## src/rtl/instr_fetch.sv

```systemverilog
// Instruction-fetch stage: holds the fetch PC, runs a req/ack instruction-memory port
// and feeds ID through registered outputs backed by a one-entry skid buffer.
module instr_fetch #(
    parameter logic [31:0] RESET_PC = 32'h0000_0000,
    parameter logic [31:0] NOP      = 32'h0000_0013
) (
    input  logic        clk,
    input  logic        rst_n,
    input  logic        i_stall,
    input  logic        i_flush,
    input  logic [31:0] i_branch_pc,
    output logic        o_imem_req,
    output logic [31:0] o_imem_addr,
    input  logic        i_imem_ack,
    input  logic [31:0] i_imem_rdata,
    output logic [31:0] o_instr,
    output logic [31:0] o_pc,
    output logic        o_ce
);

    typedef enum logic [1:0] {
        IDLE = 2'd0,
        PEND = 2'd1,
        DROP = 2'd2
    } state_e;

    function automatic logic [31:0] word_align(input logic [31:0] addr);
        return {addr[31:2], 2'b00};
    endfunction

    state_e      state_q, state_d;
    logic        req_q, req_d;
    logic [31:0] addr_q, addr_d;
    logic [31:0] redir_q, redir_d;
    logic        ce_q, ce_d;
    logic [31:0] instr_q, instr_d;
    logic [31:0] pc_q, pc_d;
    logic        skid_v_q, skid_v_d;
    logic [31:0] skid_instr_q, skid_instr_d;
    logic [31:0] skid_pc_q, skid_pc_d;

    logic        ack_s;
    logic        take_s;
    logic        out_free_s;
    logic [31:0] branch_s;

    assign ack_s      = req_q & i_imem_ack;
    assign take_s     = ack_s & (state_q == PEND);
    assign out_free_s = ~ce_q | ~i_stall;
    assign branch_s   = word_align(i_branch_pc);

    // Next-state: flush redirect first, otherwise output/skid routing and fetch sequencing
    always_comb begin
        state_d      = state_q;
        addr_d       = addr_q;
        redir_d      = redir_q;
        ce_d         = ce_q;
        instr_d      = instr_q;
        pc_d         = pc_q;
        skid_v_d     = skid_v_q;
        skid_instr_d = skid_instr_q;
        skid_pc_d    = skid_pc_q;

        if (i_flush) begin
            ce_d     = 1'b0;
            instr_d  = NOP;
            skid_v_d = 1'b0;
            case (state_q)
                IDLE: begin
                    state_d = PEND;
                    addr_d  = branch_s;
                end
                PEND: begin
                    if (ack_s) begin
                        state_d = PEND;
                        addr_d  = branch_s;
                    end else begin
                        // request must stay stable until acked, so park the target
                        state_d = DROP;
                        redir_d = branch_s;
                    end
                end
                DROP: begin
                    state_d = DROP;
                    redir_d = branch_s;
                end
                default: begin
                    state_d = IDLE;
                    addr_d  = branch_s;
                end
            endcase
        end else begin
            if (out_free_s) begin
                if (skid_v_q) begin
                    ce_d         = 1'b1;
                    instr_d      = skid_instr_q;
                    pc_d         = skid_pc_q;
                    skid_v_d     = take_s;
                    skid_instr_d = i_imem_rdata;
                    skid_pc_d    = addr_q;
                end else if (take_s) begin
                    ce_d    = 1'b1;
                    instr_d = i_imem_rdata;
                    pc_d    = addr_q;
                end else begin
                    ce_d    = 1'b0;
                    instr_d = NOP;
                end
            end else begin
                if (take_s) begin
                    skid_v_d     = 1'b1;
                    skid_instr_d = i_imem_rdata;
                    skid_pc_d    = addr_q;
                end else begin
                    skid_v_d     = skid_v_q;
                end
            end

            case (state_q)
                IDLE: begin
                    if (!skid_v_q) begin
                        state_d = PEND;
                    end else begin
                        state_d = IDLE;
                    end
                end
                PEND: begin
                    if (ack_s) begin
                        addr_d = addr_q + 32'd4;
                        // a word parked in the skid stops fetching until it drains
                        if (out_free_s && !skid_v_q) begin
                            state_d = PEND;
                        end else begin
                            state_d = IDLE;
                        end
                    end else begin
                        state_d = PEND;
                    end
                end
                DROP: begin
                    if (ack_s) begin
                        state_d = PEND;
                        addr_d  = redir_q;
                    end else begin
                        state_d = DROP;
                    end
                end
                default: begin
                    state_d = IDLE;
                end
            endcase
        end

        req_d = (state_d != IDLE);
    end

    // State, fetch address, output and skid registers
    always_ff @(posedge clk or negedge rst_n) begin
        if (!rst_n) begin
            state_q      <= IDLE;
            req_q        <= 1'b0;
            addr_q       <= RESET_PC;
            redir_q      <= RESET_PC;
            ce_q         <= 1'b0;
            instr_q      <= NOP;
            pc_q         <= RESET_PC;
            skid_v_q     <= 1'b0;
            skid_instr_q <= NOP;
            skid_pc_q    <= RESET_PC;
        end else begin
            state_q      <= state_d;
            req_q        <= req_d;
            addr_q       <= addr_d;
            redir_q      <= redir_d;
            ce_q         <= ce_d;
            instr_q      <= instr_d;
            pc_q         <= pc_d;
            skid_v_q     <= skid_v_d;
            skid_instr_q <= skid_instr_d;
            skid_pc_q    <= skid_pc_d;
        end
    end

    assign o_imem_req  = req_q;
    assign o_imem_addr = addr_q;
    assign o_ce        = ce_q;
    assign o_instr     = instr_q;
    assign o_pc        = pc_q;

endmodule

```

## config.mk

```make
export PLATFORM = sky130hd
export DESIGN_NAME = instr_fetch
export DESIGN_NICKNAME = d
export VERILOG_FILES = /design/src/rtl/instr_fetch.sv
export SDC_FILE = /design/constraint.sdc
export NUM_CORES = 1
export LEC_CHECK = 0
export CAP_MARGIN = 20
export CORE_MARGIN = 8
export CORE_UTILIZATION = 57
export DETAILED_ROUTE_END_ITERATION = 16
export PLACE_DENSITY_LB_ADDON = 0.15
export SYNTH_ARGS = -nofsm -noshare
export SYNTH_HDL_FRONTEND = slang
export SYNTH_SLANG_ARGS = --single-unit
```

## constraint.sdc

```tcl
create_clock -name clk -period 4.1 [get_ports clk]
set_clock_uncertainty 0.05 [all_clocks]
set_input_delay 0.615 -clock clk [delete_from_list [all_inputs] [get_ports clk]]
set_output_delay 0.615 -clock clk [all_outputs]
set_load 0.02 [all_outputs]
```

### Yosys cells after proc, flatten, opt, wreduce, memory -nomap -nowiden

Index checks and enable logic that the tools add are counted.

| storage, ports and cells | value |
|---|---|
| register bits after elaboration | 197 |
| input port bits | 69 |

| operators by class | value |
|---|---|
| add/subtract/negate cells | 1 |
| eq/ne operators | 7 |
| multiplexer cells | 34 |
| bitwise operators | 6 |
| reductions and logical operators | 14 |

Operators with widths:

| operator | number |
|---|---|
| $mux W32 | 16 |
| $pmux W32 S2 | 3 |
| $add A32 B3 Y32 const B | 1 |
| $pmux W2 S3 | 2 |
| $mux W1 | 10 |
| $ne A2 B2 Y1 const B | 5 |
| $reduce_bool A2 Y1 | 5 |
| $reduce_and A3 Y1 | 3 |
| $mux W2 | 3 |
| $reduce_bool A3 Y1 | 2 |
| $reduce_and A4 Y1 | 1 |
| $not A1 Y1 | 3 |
| $and A1 B1 Y1 | 2 |
| $eq A2 B1 Y1 const B | 1 |
| $eq A2 B2 Y1 const B | 1 |
| $logic_not A2 Y1 | 1 |
| $logic_and A1 B1 Y1 | 1 |
| $logic_not A1 Y1 | 1 |
| $or A1 B1 Y1 | 1 |

### Longest topological paths before layout

| depth | value |
|---|---|
| depth in word-level cells | 8 |
| gate-level depth with buffers | 7 |
| depth with buffers taken out | 6 |

### Worst setup path after synthesis

No wires, ideal clock.

| timing path | value |
|---|---|
| path kind | register to register |
| start point | register addr_q[16], in the netlist o_imem_addr[16] |
| end point | register addr_q[31], in the netlist o_imem_addr[31] |
| library setup time | 87 ps |
| arrival | 2060 ps |
| data required time | 3963 ps |
| setup slack | 1903 ps |
| cell stages (with the launch flop) | 8 |
| buffers on the path | 2 |
| period minus slack after synthesis | 2197 ps |
| cell sequence | dfrtp_1 buf_4 nand3_1 or4_4 buf_6 nor3_4 or4b_1 o211ai_1 |

| between the ends | value |
|---|---|
| longest elaborated chain between the ends | 4 |

RTL lines:

| what | line | RTL |
|---|---|---|
| start, declared | 33 | `logic [31:0] addr_q, addr_d;` |
| start signal, assigned | 173 | `addr_q <= addr_d;` |
| $add A32 B3 Y32 | 129 | `addr_d = addr_q + 32'd4;` |
| $mux W32 | 128 | `if (ack_s) begin` |
| $pmux W32 S2 | 119 | `case (state_q)` |
| $mux W32 | 64 | `if (i_flush) begin` |

Every way passes these cells. The select of a mux whose other input is x is not followed.
A chain may end at the register's enable or synchronous reset.

### Final worst setup path

| timing path | value |
|---|---|
| start point | input port i_imem_ack |
| end point | register pc_q[10], in the netlist o_pc[10] |

| between the ends | value |
|---|---|
| longest elaborated chain between the ends | 4 |

RTL lines:

| what | line | RTL |
|---|---|---|
| start, declared | 14 | `input logic i_imem_ack,` |
| $and A1 B1 Y1 | 47 | `assign ack_s = req_q & i_imem_ack;` |
| $and A1 B1 Y1 | 48 | `assign take_s = ack_s & (state_q == PEND);` |
| $reduce_bool A2 Y1 (no source line) | -- |  |
| $reduce_and A3 Y1 (no source line) | -- |  |
| end signal, assigned | 177 | `pc_q <= pc_d;` |
| end, declared | 37 | `logic [31:0] pc_q, pc_d;` |

Every way passes these cells.

==> metrics.txt <==
status=finished, final reports clean; clock root cell=clkbuf_16; CP Class=in -> reg; WP data required=4.33 ns; Finished Core Util=0.7273; Critical Path AT=2.80 ns; Power Density=696.9 mW/mm2; total gr overflow=0; Tightest Hold Check Type=in -> async; combinational share of power=0.369; commonest non-fill, non-tap cell in the layout=dfrtp_1; die height=141.3 um; Final min period=2.573 ns; Vias=6992; Ports=167; Via density=5.793; number of flops mapped to enable cells by yosys=0; sw frac=0.3649; Avg Cell Area, Syn=10.57 um2; fin crit share=0.6276; drc violations=0; dominant cell type by area after synthesis=dfrtp_1; DR pass1 iterations=5; core area=0.01560 mm2; ant diodes=0; total of max-cap violations=0; ys flop type=dfrtp_1; Total Die Area=0.01997 mm2; Reg clk slew, reported paths=0.07 ns; final WL=22360 um; first-pass GRT wire length=36410 um; share of cells above drive strength 1=0.1645; Longest Clk Path Bufs=2; switching power=2885 uW; final-report hold violation count=0; area fraction of the dominant cell type after synthesis=0.5115; Seq/Total Area, Yosys=0.5291; CTS tree=yes; Slew @ Worst Pin=0.9526 ns; Place WS=1.102 ns; # setup viols final=0; fin nets=1048; drt wl/cell=18.53 um; clk_lat worst skew=0.43 ns; fmax=388.6 MHz; most frequent cells in the layout=dfrtp_1 (182), clkdlybuf4s50_1 (158), nand2_1 (139); Final Wtd Congestion=0.7907; vias in the first global route=6928; H-tree depth=4; Antenna Violating Nets Remaining=0; Post-CTS Setup Bufs=0; Yosys warning count=0; initial antenna violation count=0; Crit Path Max Fanout=42; largest net degree at the start of global routing=91; Startpoint Class=input pin; Port Buf Inserts=160; CTS Hold Bufs=0; cell internal pwr=5021 uW; LEAKAGE=0.004817 uW; clk sinks=189; overall routing resource usage=0.2276; Synth cell types=65; Num CTS Buffers=17; top cells by area, synth=dfrtp_1 (51%), mux2_2 (12%), nand2_1 (5.8%); Starting Density=0.5740; initial drt markers=434; Die Wd=141.3 um; Max-slew headroom=0.3650; post-synthesis async set-or-reset flop share=1.000; RSZ-0062 raised after global routing=no; synthesized flop and latch total=189; final setup margin=1.527 ns; Reg power frac=0.406; Std-Cell Rows=46; Cells after Synth=847; post-route setup TNS=0 ns; post_cts resized=0; synthesized cell area=0.008952 mm2; Clk network pwr share=0.225; DP HPWL=14690 um; element type at the critical path end=flip-flop; area delta synth->final=26.71%; Slew Viols, Final=0; worst vdd ir=462.0 uV
[critical path: stages]
cell,delay (ns)
clkdlybuf4s50_1,0.48
nand2_1,0.20
nor2_2,0.07
buf_4,0.25
o21ai_4,0.50
buf_4,0.46
o21ai_0,0.19
[metal layers]
layer,share of wire,up-vias,track usage
met4,0.0072,0,0.05600
met3,0.044,11,0.04267
met1,0.44,3523,0.2937
li1,-,3293,-
met5,0,-,0
met2,0.51,165,0.3891
[power groups by stage]
stage	logic [uW]	registers (uW)	clock network (uW)
5_1_grt	3170	3310	1890
2_1_floorplan	1520	3380	0
3_3_place_gp	2850	3200	0
3_5_place_dp	2920	3230	0
4_1_cts	2950	3200	1800
6_report	2920	3210	1780
[layout make-up]
class | count | area (um2)
flip-flops and latches | 189 | 4741
fillers | 1156 | 4254
multi-input cells | 587 | 3943
repair buffers | 176 | 1733
clock buffers | 20 | 446.7
well taps | 216 | 270.3
clock inverters | 12 | 183.9
inverters | 7 | 26.28
[cells in the mapped netlist, types with 5 or more instances]
master,n
a211oi_1,6
a21oi_1,30
a221oi_1,6
a22o_1,29
a31oi_1,7
and3_1,12
and4_1,5
buf_1,7
buf_2,8
buf_4,7
clkbuf_1,44
dfrtp_1,183
dfstp_2,6
inv_1,7
mux2_2,95
mux2i_1,32
nand2_1,139
nand2b_1,5
nand3_1,11
nand4_1,5
nor2_1,32
nor3_1,9
o21ai_0,94
o22a_1,5
o2bb2ai_1,6
[registers in the layout, summed over array words and instances, names as in the netlist]
name          cells
o_ce              1
o_imem_addr      30
o_imem_req        1
o_instr          32
o_pc             30
redir_q          30
skid_instr_q     32
skid_pc_q        30
skid_v_q          1
state_q           2
[cell families after synthesis]
| kind of cell | count (synthesis) | share of synthesized area |
|---|---|---|
| compound gates | 209 | 0.1479 |
| simple gates | 240 | 0.1241 |
| mux | 127 | 0.1553 |
| fa+ha+maj | 1 | 0.001397 |
| other cells | 1 | 0.0004189 |
| buf+inv | 74 | 0.03592 |
| xor+xnor | 6 | 0.005871 |
| flops | 189 | 0.5291 |
[per-stage QoR]
| stage | instance area (um2) | total power [uW] | instances | hold WS, ns |
|---|---|---|---|---|
| floorplan | 8964 | 4907 | 850 | 0.2694 |
| global placement | 10710 | 6049 | 1175 | 0.4127 |
| detailed placement | 10710 | 6150 | 1175 | 0.4191 |
| CTS | 11340 | 7953 | 1207 | 0.2206 |
| global route | 11340 | 8371 | 1207 | 0.2313 |
| finish | 11340 | 7905 | 1207 | 0.1831 |
[path summary, 6_finish.rpt]
kind | start | to | slack [ns] | depth (start not counted)
min | rst_n | o_instr[17] | 0.18 | 1
max reg2reg | o_imem_addr[2] | o_imem_addr[22] | 1.66 | 6
min reg2reg | o_pc[16] | o_pc[16] | 0.43 | 2
max | i_imem_ack | o_pc[10] | 1.53 | 7
min in group clk | o_pc[16] | o_pc[16] | 0.43 | 2
max in group asynchronous | rst_n | o_imem_addr[20] | 2.80 | 2
Power figures use the tool's default switching activity.
